## src/rtl/pc_controller.sv

```systemverilog
// -----------------------------------------------------------------------------
// pc_controller
//
// Program-counter sequencer for the single-cycle MIPS core. Each cycle it
// picks the next fetch address from the exception vector, the interrupt
// vector, a jr target, a j target, a branch target or the sequential address.
// Kernel mode is carried in PC[31]. The block latches timer interrupts and
// produces the $k0/$k1 return-address write for the register file.
//
// Optional build macro: PC_CTRL_IRQ_COUNT_EN
//   When defined, the block adds a saturating taken-interrupt counter
//   (IRQCount) and a sticky lost-interrupt flag (IRQLost).
//
// Ports:
//   clk          core clock
//   reset        synchronous, active-low reset
//   Stall        hold PC and Cause; only the IRQ latch keeps updating
//   Branch       conditional branch taken
//   Imm16        branch offset, in words, sign-extended
//   Jump         j/jal
//   Target26     jump field
//   JumpReg      jr/jalr
//   RegTarget    rs value for jr
//   Undefined    current instruction is undefined
//   IRQ          timer interrupt request (pulse or level)
//   PC           instruction fetch address
//   PCPlus4      PC + 4, used for the jal link
//   KernelMode   PC[31]
//   KWrite       register-file write of a return address this cycle
//   KAddr        26 ($k0, interrupt) or 27 ($k1, exception)
//   KData        return address to write
//   Squash       suppress the writes of the current instruction
//   IRQAck       one-cycle pulse when an interrupt is taken
//   Cause        0 user, 1 boot, 2 irq handler, 3 exc handler
//   KernelFault  sticky; set by an undefined instruction in kernel mode
//   IRQCount     (optional) taken interrupts, saturating at 16'hFFFF
//   IRQLost      (optional) sticky; an IRQ arrived while one was pending
// -----------------------------------------------------------------------------
module pc_controller #(
    parameter logic [31:0] RESET_VECTOR = 32'h8000_0000,
    parameter logic [31:0] IRQ_VECTOR   = 32'h8000_0004,
    parameter logic [31:0] EXC_VECTOR   = 32'h8000_0008
) (
    input  logic        clk,
    input  logic        reset,
    input  logic        Stall,
    input  logic        Branch,
    input  logic [15:0] Imm16,
    input  logic        Jump,
    input  logic [25:0] Target26,
    input  logic        JumpReg,
    input  logic [31:0] RegTarget,
    input  logic        Undefined,
    input  logic        IRQ,
    output logic [31:0] PC,
    output logic [31:0] PCPlus4,
    output logic        KernelMode,
    output logic        KWrite,
    output logic [4:0]  KAddr,
    output logic [31:0] KData,
    output logic        Squash,
    output logic        IRQAck,
    output logic [1:0]  Cause,
    output logic        KernelFault
`ifdef PC_CTRL_IRQ_COUNT_EN
    ,
    output logic [15:0] IRQCount,
    output logic        IRQLost
`endif
);

    logic [31:0] pc_reg, pc_next;
    logic [1:0]  cause_reg, cause_next;
    logic        pending_reg, pending_next;
    logic        kfault_reg, kfault_next;

    logic        kernel;
    logic        pend_now;
    logic        take_exc;
    logic        take_irq;
    logic        kernel_undef;
    logic [31:0] pc_plus4;
    logic [31:0] seq_target;
    logic [31:0] br_offset;
    logic [31:0] br_sum;
    logic [31:0] br_target;
    logic [31:0] j_target;
    logic [31:0] jr_target;

    assign kernel   = pc_reg[31];
    assign pc_plus4 = pc_reg + 32'd4;

    // A request arriving this very cycle counts as pending, so an IRQ pulse
    // is taken at the same edge it is seen (unless stalled or in kernel).
    assign pend_now     = pending_reg | IRQ;
    assign take_exc     = !Stall && Undefined && !kernel;
    assign take_irq     = !Stall && !take_exc && pend_now && !kernel;
    assign kernel_undef = !Stall && Undefined && kernel;

    // Address arithmetic wraps inside the low 31 bits; bit31 (mode) is only
    // changed by the vectors or by a jr that drops to user mode.
    assign seq_target = {pc_reg[31], pc_plus4[30:0]};
    assign br_offset  = {{14{Imm16[15]}}, Imm16, 2'b00};
    assign br_sum     = pc_plus4 + br_offset;
    assign br_target  = {pc_reg[31], br_sum[30:0]};
    assign j_target   = {pc_reg[31:28], Target26, 2'b00};
    // User code can never set bit31 through a register jump.
    assign jr_target  = {pc_reg[31] & RegTarget[31], RegTarget[30:0]};

    // State register
    always_ff @(posedge clk) begin
        if (!reset) begin
            pc_reg      <= RESET_VECTOR;
            cause_reg   <= 2'd1;
            pending_reg <= 1'b0;
            kfault_reg  <= 1'b0;
        end else begin
            pc_reg      <= pc_next;
            cause_reg   <= cause_next;
            pending_reg <= pending_next;
            kfault_reg  <= kfault_next;
        end
    end

    // Next-state selection
    always_comb begin
        pc_next      = pc_reg;
        cause_next   = cause_reg;
        pending_next = pend_now;
        kfault_next  = kfault_reg;
        if (!Stall) begin
            if (take_exc) begin
                // The interrupt (if any) stays pending across the exception.
                pc_next    = EXC_VECTOR;
                cause_next = 2'd3;
            end else if (take_irq) begin
                pc_next      = IRQ_VECTOR;
                cause_next   = 2'd2;
                pending_next = 1'b0;
            end else if (kernel_undef) begin
                // Kernel never vectors on itself: squash and step over it.
                pc_next     = seq_target;
                kfault_next = 1'b1;
            end else if (JumpReg) begin
                pc_next = jr_target;
                if (!jr_target[31]) begin
                    cause_next = 2'd0;
                end
            end else if (Jump) begin
                pc_next = j_target;
            end else if (Branch) begin
                pc_next = br_target;
            end else begin
                pc_next = seq_target;
            end
        end
    end

    // Outputs; the return-address write happens at the deciding edge.
    always_comb begin
        PC          = pc_reg;
        PCPlus4     = pc_plus4;
        KernelMode  = kernel;
        Cause       = cause_reg;
        KernelFault = kfault_reg;
        KWrite      = reset && (take_exc || take_irq);
        Squash      = reset && (take_exc || take_irq || kernel_undef);
        IRQAck      = reset && take_irq;
        KAddr       = 5'd0;
        KData       = 32'd0;
        if (take_exc) begin
            KAddr = 5'd27;
            KData = pc_plus4;
        end else if (take_irq) begin
            // Return to the interrupted instruction so it re-executes.
            KAddr = 5'd26;
            KData = pc_reg;
        end
    end

`ifdef PC_CTRL_IRQ_COUNT_EN
    logic [15:0] irq_count_reg;
    logic        irq_lost_reg;

    always_ff @(posedge clk) begin
        if (!reset) begin
            irq_count_reg <= 16'd0;
            irq_lost_reg  <= 1'b0;
        end else begin
            if (take_irq && (irq_count_reg != 16'hFFFF)) begin
                irq_count_reg <= irq_count_reg + 16'd1;
            end
            if (IRQ && pending_reg) begin
                irq_lost_reg <= 1'b1;
            end
        end
    end

    assign IRQCount = irq_count_reg;
    assign IRQLost  = irq_lost_reg;
`endif

endmodule

```

## config.mk

```make
export PLATFORM = sky130hd
export DESIGN_NAME = pc_controller
export DESIGN_NICKNAME = d
export VERILOG_FILES = /design/src/rtl/pc_controller.sv
export SDC_FILE = /design/constraint.sdc
export NUM_CORES = 1
export LEC_CHECK = 0
export ABC_AREA = 1
export CAP_MARGIN = 20
export CORE_ASPECT_RATIO = 1.25
export CORE_MARGIN = 2
export CORE_UTILIZATION = 47
export DETAILED_ROUTE_END_ITERATION = 12
export GPL_ROUTABILITY_DRIVEN = 1
export HOLD_SLACK_MARGIN = 0.02
export PLACE_DENSITY = 0.84
export SKIP_CTS_REPAIR_TIMING = 1
export SLEW_MARGIN = 25
export SYNTH_ARGS = -nofsm -noshare
export SYNTH_HDL_FRONTEND = slang
export SYNTH_SLANG_ARGS = --single-unit
export TNS_END_PERCENT = 10
```

## constraint.sdc

```tcl
create_clock -name clk -period 3.85 [get_ports clk]
set_input_delay 0.77 -clock clk [delete_from_list [all_inputs] [get_ports clk]]
set_output_delay 0.77 -clock clk [all_outputs]
set_load 0.01 [all_outputs]
```

# Yosys cells after proc, flatten, opt, wreduce, memory -nomap -nowiden
# Cells that the tools add are included.
# W data, S select, Z words.
# classes
n_addsub,2
n_eq_ne,3
muxes,18
bitwise_logic,5
reduce_logical,19
# ops
cell,count
$mux W32,6
$mux W31,2
$add A32 B3 Y32 const B,1
$add A31 B31 Y31,1
$mux W2,5
$mux W5,2
$logic_and A1 B1 Y1,9
$reduce_and A4 Y1,2
$ne A3 B3 Y1 const B,2
$ne A5 B1 Y1 const B,1
$logic_not A1 Y1,3
$mux W1,3
$not A1 Y1,3
$reduce_and A3 Y1,1
$reduce_bool A3 Y1,1
$logic_or A1 B1 Y1,2
$reduce_and A2 Y1,1
$and A1 B1 Y1,1
$or A1 B1 Y1,1
# word_totals
register_bits,36
input_bits,82
out_inout_bits,108
wordCells,53

# Longest topological paths before layout
# logic_depth
depth_word,10
depth_mapped,25
depth_no_buf,25

# Least setup slack after synthesis
# Ideal clock, no wire load.
# synth_timing
kind,reg-to-reg
start,"register pc_reg[2], in the netlist PC[2]"
end,"register pc_reg[28], in the netlist PC[28]"
setup_time_ps,132
arrival_ps,2923
required_ps,3718
setup_slack_ps,795
stages_incl_launch_ff,23
n_path_buf,0
synth_period_minus_slack_ps,3055
path_cell_list,dfxtp_1 -> inv_1 -> nor3_2 -> nand2_1 -> inv_1 -> nand2_1 -> nor2_1 -> xor2_1 -> inv_1 -> ha_1 -> nand2_1 -> inv_1 -> a21oi_1 -> o21a_1 -> nor2_1 -> nor2_1 -> nand2_1 -> nand2_1 -> nand3_1 -> nand2_1 -> nand2_1 -> nand2_1 -> a21oi_1
# synth_via
elab_chain_cells,8
# synth_lines
element,line,source
from (decl),72,"logic [31:0] pc_reg, pc_next;"
from (signal assigned),118,pc_reg <= pc_next;
$add A32 B3 Y32,91,assign pc_plus4 = pc_reg + 32'd4;
net PCPlus4[2],56,"output logic [31:0] PCPlus4,"
$add A31 B31 Y31,104,assign br_sum = pc_plus4 + br_offset;
$mux W31,151,end else if (Branch) begin
$mux W31,149,end else if (Jump) begin
$mux W32,144,end else if (JumpReg) begin
$mux W32,140,end else if (kernel_undef) begin
$mux W32,136,end else if (take_irq) begin
$mux W32,132,if (take_exc) begin
# The timed path passes the listed nets, and every way through them passes these cells. The select of a mux whose other input is x is not followed.
# A chain may end at the register's enable or synchronous reset.

# Worst setup path after layout
# layout_timing
start,input Stall
end,output KData[16]
# layout_via
elab_chain_cells,9
# layout_lines
element,line,source
from (decl),46,"input logic Stall,"
$logic_not A1 Y1 *,-,
$logic_and A1 B1 Y1 (2 in series),96,assign take_exc = !Stall && Undefined && !kernel;
$logic_not A1 Y1,97,assign take_irq = !Stall && !take_exc && pend_now && !kernel;
$logic_and A1 B1 Y1 (3 in series),97,
$mux W32,174,end else if (take_irq) begin
$mux W32 *,171,if (take_exc) begin
to (decl),60,"output logic [31:0] KData,"
# Mark *: on every way between the ends. The rest lies on a longest branch, timed or not.

==> impl_table.tex <==
\begin{tabular}{lr}
\hline
Metric & Value \\
\hline
\multicolumn{2}{l}{\textbf{Setup path}} \\
Endpoint of the lowest-slack register-to-register path & PC[28] \\
Crit start category & primary input \\
Number of cell instances on the worst register-to-register path & 17 \\
Data required time at the worst endpoint & 3.08 ns \\
CP Data Arrival Time & 2.97 ns \\
Start of the worst register-to-register path & PC[2] \\
Longest individual stage delay on the worst path & 0.61 ns \\
Buffer and inverter count on the worst path & 6 \\
Critical path startpoint & Stall \\
Largest fanout on the critical path & 17 \\
Register-to-register path setup slack & 0.20 ns \\
Crit-path leading delay family & buffers and inverters \\
Worst setup path end & KData[16] \\
Endpoint class of the critical path & primary output \\
Stages on the worst setup path & 9 \\
Cells along the critical path & clkdlybuf4s50\_1 -> inv\_2 -> nand2\_4 -> nor2\_4 -> buf\_4 -> clkinv\_1 -> buf\_4 -> o21ai\_0 -> clkdlybuf4s50\_1 \\
Slowest cell on the critical path & sky130\_fd\_sc\_hd\_\_clkdlybuf4s50\_1 \\
Classification of the worst setup path & primary input to primary output \\
\multicolumn{2}{l}{\textbf{GRT}} \\
Number of antenna violations at the first check in global routing & 0 \\
Routing usage on met3 & 5.91\% \\
Via count of the first global-routing pass & 7263 \\
Global router's overall resource usage & 39.4\% \\
Layer with the highest usage & met2 \\
Pin count of the biggest net entering global routing & 29 \\
Met1 track utilization from global routing & 45.4\% \\
Global-route wire length before repair & 37100 um \\
Grt total ovfl & 0 \\
Met2 track demand over resource in global routing & 71.2\% \\
\multicolumn{2}{l}{\textbf{Logic synthesis}} \\
Synth Area in Compound Gates & 22.3\% \\
Number of enable-type register cells in the synthesized netlist & 0 \\
Warnings from Yosys & 0 \\
Avg Inst Size Synth & 5.50 sq um \\
Multiplexer fraction of the synthesized cell area & 0\% \\
Syn Nets & 1069 \\
Leading post-synthesis cells by cell area & sky130\_fd\_sc\_hd\_\_nand2\_1 20\%, sky130\_fd\_sc\_hd\_\_dfxtp\_1 14\%, sky130\_fd\_sc\_hd\_\_inv\_1 10\%, sky130\_fd\_sc\_hd\_\_ha\_1 8.1\%, sky130\_fd\_sc\_hd\_\_a21oi\_1 7.2\% \\
Largest area contributor in the synthesized netlist & sky130\_fd\_sc\_hd\_\_nand2\_1 \\
Unique masters post-synth & 43 \\
Post-Synthesis Cell Area & 5240 sq um \\
Proportion of netlist area held by the largest area contributor & 20.3\% \\
Number of synthesized register bits & 36 \\
Post-Synth XOR/XNOR Area & 3.18\% \\
Fraction of the yosys area taken by sequential cells & 13.8\% \\
Fraction of the mapped netlist area in adder cells & 8.50\% \\
Ys async rst share & 0\% \\
Dominant combinational cell family by area after synthesis & simple AND/OR/NAND/NOR gates \\
Most used flip-flop cell after synthesis & sky130\_fd\_sc\_hd\_\_dfxtp\_1 \\
Post-Synth Simple-Gate Area & 38.7\% \\
Synthesized instance count & 952 \\
\multicolumn{2}{l}{\textbf{Power}} \\
Power density normalized to cell area & 233 nW/um\^{}2 \\
Sw Pwr & 0.744 mW \\
Peak ir drop on the vdd network & 0.183 mV \\
Leak pwr & 3.62 nW \\
Post-route total power & 1.84 mW \\
Net switching share of the total power & 40.5\% \\
Internal power consumption & 1.09 mW \\
Sequential group share of total power & 24.2\% \\
Comb pwr share & 53.2\% \\
Clock share of power & 22.6\% \\
\multicolumn{2}{l}{\textbf{Floorplan}} \\
Die height & 122 um \\
Row count & 43 \\
Floorplan core area & 11000 sq um \\
Top-Level Pins & 190 \\
Overall die area & 12000 sq um \\
Starting utilization of the core area & 47.7\% \\
Die span in x & 98.4 um \\
\multicolumn{2}{l}{\textbf{Clocking}} \\
Clock latency at the later pin of the worst-skew pair & 0.28 ns \\
Max Buffers Root-to-Sink & 2 \\
TritonCTS clock tree & done \\
Clock transition at the registers of the reported paths & 0.06 ns \\
Clk sink count & 36 \\
Num CTS Buffers & 5 \\
Root buf cell & sky130\_fd\_sc\_hd\_\_clkbuf\_16 \\
H-tree depth & 2 \\
\multicolumn{2}{l}{\textbf{Timing}} \\
Hold violation total from the final report & 0 \\
Slew at the pin closest to its max-slew limit & 0.554 ns \\
Final Slew Violations & 0 \\
Worst Clk Skew & 0.00568 ns \\
Period minus WS final & 3.74 ns \\
Setup repair after global routing missed its margin & yes \\
Headroom to the max-slew limit & 62.9\% \\
Fmax & 267 MHz \\
Crit share post-route & 97.2\% \\
Setup-violating endpoint count in the final report & 0 \\
\multicolumn{2}{l}{\textbf{Final layout}} \\
Net total in the final layout & 1309 \\
Flip-flop count of the largest register, all copies and words added & 32 \\
Antenna cell count & 0 \\
Post-route design area & 7870 sq um \\
Share of layout cells above drive strength 1 & 8.72\% \\
Final standard cell utilization of the core & 71.7\% \\
FILL cells & 1030 \\
Area growth from synthesis to final layout & 50.2\% \\
\multicolumn{2}{l}{\textbf{Routing}} \\
Number of nets with antenna violations after routing & 0 \\
Final WL & 24400 um \\
Total via count after detailed routing & 7530 \\
1st-pass router iterations & 5 \\
Initial DRC Count & 653 \\
Avg WL per Cell & 18.4 um \\
Number of DRC violations after detailed routing & 0 \\
Average via count per standard cell & 5.67 \\
\multicolumn{2}{l}{\textbf{Placed design}} \\
HPWL Detailed & 20300 um \\
Gp weighted congestion & 1.04 \\
Area of placed instances & 7710 sq um \\
Buffers added on ports & 188 \\
\multicolumn{2}{l}{\textbf{Worst hold path}} \\
Worst min path class & flop to flop \\
\multicolumn{2}{l}{\textbf{Run}} \\
Max-cap check violation count & 0 \\
\multicolumn{2}{l}{\textbf{Outcome}} \\
Status & completed \\
\hline
\end{tabular}
worst min path at each step:
stage	from	to	slack [ns]	depth (start not counted)
CTS	Cause[1]	Cause[1]	0.47	2
global placement	Cause[1]	Cause[1]	0.45	2
floorplan	Cause[1]	Cause[1]	0.48	2
detailed placement	Cause[1]	Cause[1]	0.46	2
finish	Cause[1]	Cause[1]	0.47	2
global route	Cause[1]	Cause[1]	0.50	2
synth_stat cells, drive strengths merged, types with 2 or more instances:
cell type and count:
nand2 286, inv 144, nor2 96, a21oi 75, nand3 54, o21ai 42, o22ai 39, dfxtp 36
ha 34, nor3 21, xor2 19, buf 17, clkbuf 14, nand4 13, o211ai 9, o221ai 9
a21o 6, nor4 6, o21bai 6, a31oi 5, o21a 4, a211oi 3, clkinv 3, or2 3
nand3b 2
layout make-up:
type                    count  area, sq um  share of cell area, %
inverters                 147          554                   7.04
clock buffers               8          146                   1.86
multi-input cells         738         3830                   48.6
flip-flops and latches     36          721                   9.16
well taps                 135          169                   2.15
repair buffers            264         2450                   31.2
worst reg2reg max path, delay by kind of cell (launching register included):
| family | cells | cell delay, ns |
|---|---|---|
| AO/OA/AOI/OAI | 1 | 0.06 |
| XOR/XNOR | 1 | 0.32 |
| adder cells (fa/ha/maj) | 1 | 0.33 |
| buffers and inverters | 2 | 0.23 |
| flip-flops | 1 | 0.44 |
| AND/OR/NAND/NOR | 12 | 2.15 |
through the flow:
step	std cells	hold slack, ns	setup TNS [ns]	setup WS [ns]
6_report	1328	0.470	0	0.107
4_1_cts	1328	0.467	0	0.106
3_5_place_dp	1320	0.459	0	0.126
5_1_grt	1328	0.496	-0.134	-0.0405
2_1_floorplan	952	0.483	0	0.795
3_3_place_gp	1320	0.449	0	0.163
logic make-up (layout without fill, tap and decap cells):
family / count (synthesis) / in the layout
fa+ha+maj: 35 / 35
other cells: 1 / 1
xor+xnor: 19 / 19
compound gates: 200 / 200
buf+inv: 178 / 419
simple gates: 483 / 483
flops: 36 / 36
power by group through the flow:
stage	logic, mW	clock network [mW]	registers (mW)
CTS	0.958	0.418	0.441
finish	0.977	0.416	0.444
global placement	0.944	0	0.448
global route	1.06	0.438	0.447
detailed placement	0.954	0	0.448
floorplan	0.481	0	0.458
routing by layer:
metal	wire length, um	up-vias
met2	12000	440
met1	9010	3381
met4	1260	0
met5	0	-
met3	2170	101
li1	-	3608
cell usage in the layout, fill, tap and decap left out, drive strengths merged:
master	instances
a31oi	5
conb	1
nor3	21
nand3b	2
fa	1
a21boi	1
and2	1
buf	76
o221ai	9
inv	144
o22ai	39
nor2	96
o21ai	42
nor4	6
a211oi	3
o21a	4
nand2	286
and3	1
nand4	13
o31ai	1
a21o	6
clkdlybuf4s50	188
xor2	19
dfxtp	36
o21bai	6
nand3	54
o211ai	9
clkinv	3
or2	3
clkbuf	8
ha	34
a21oi	75
(Power assumes the default switching activity.)
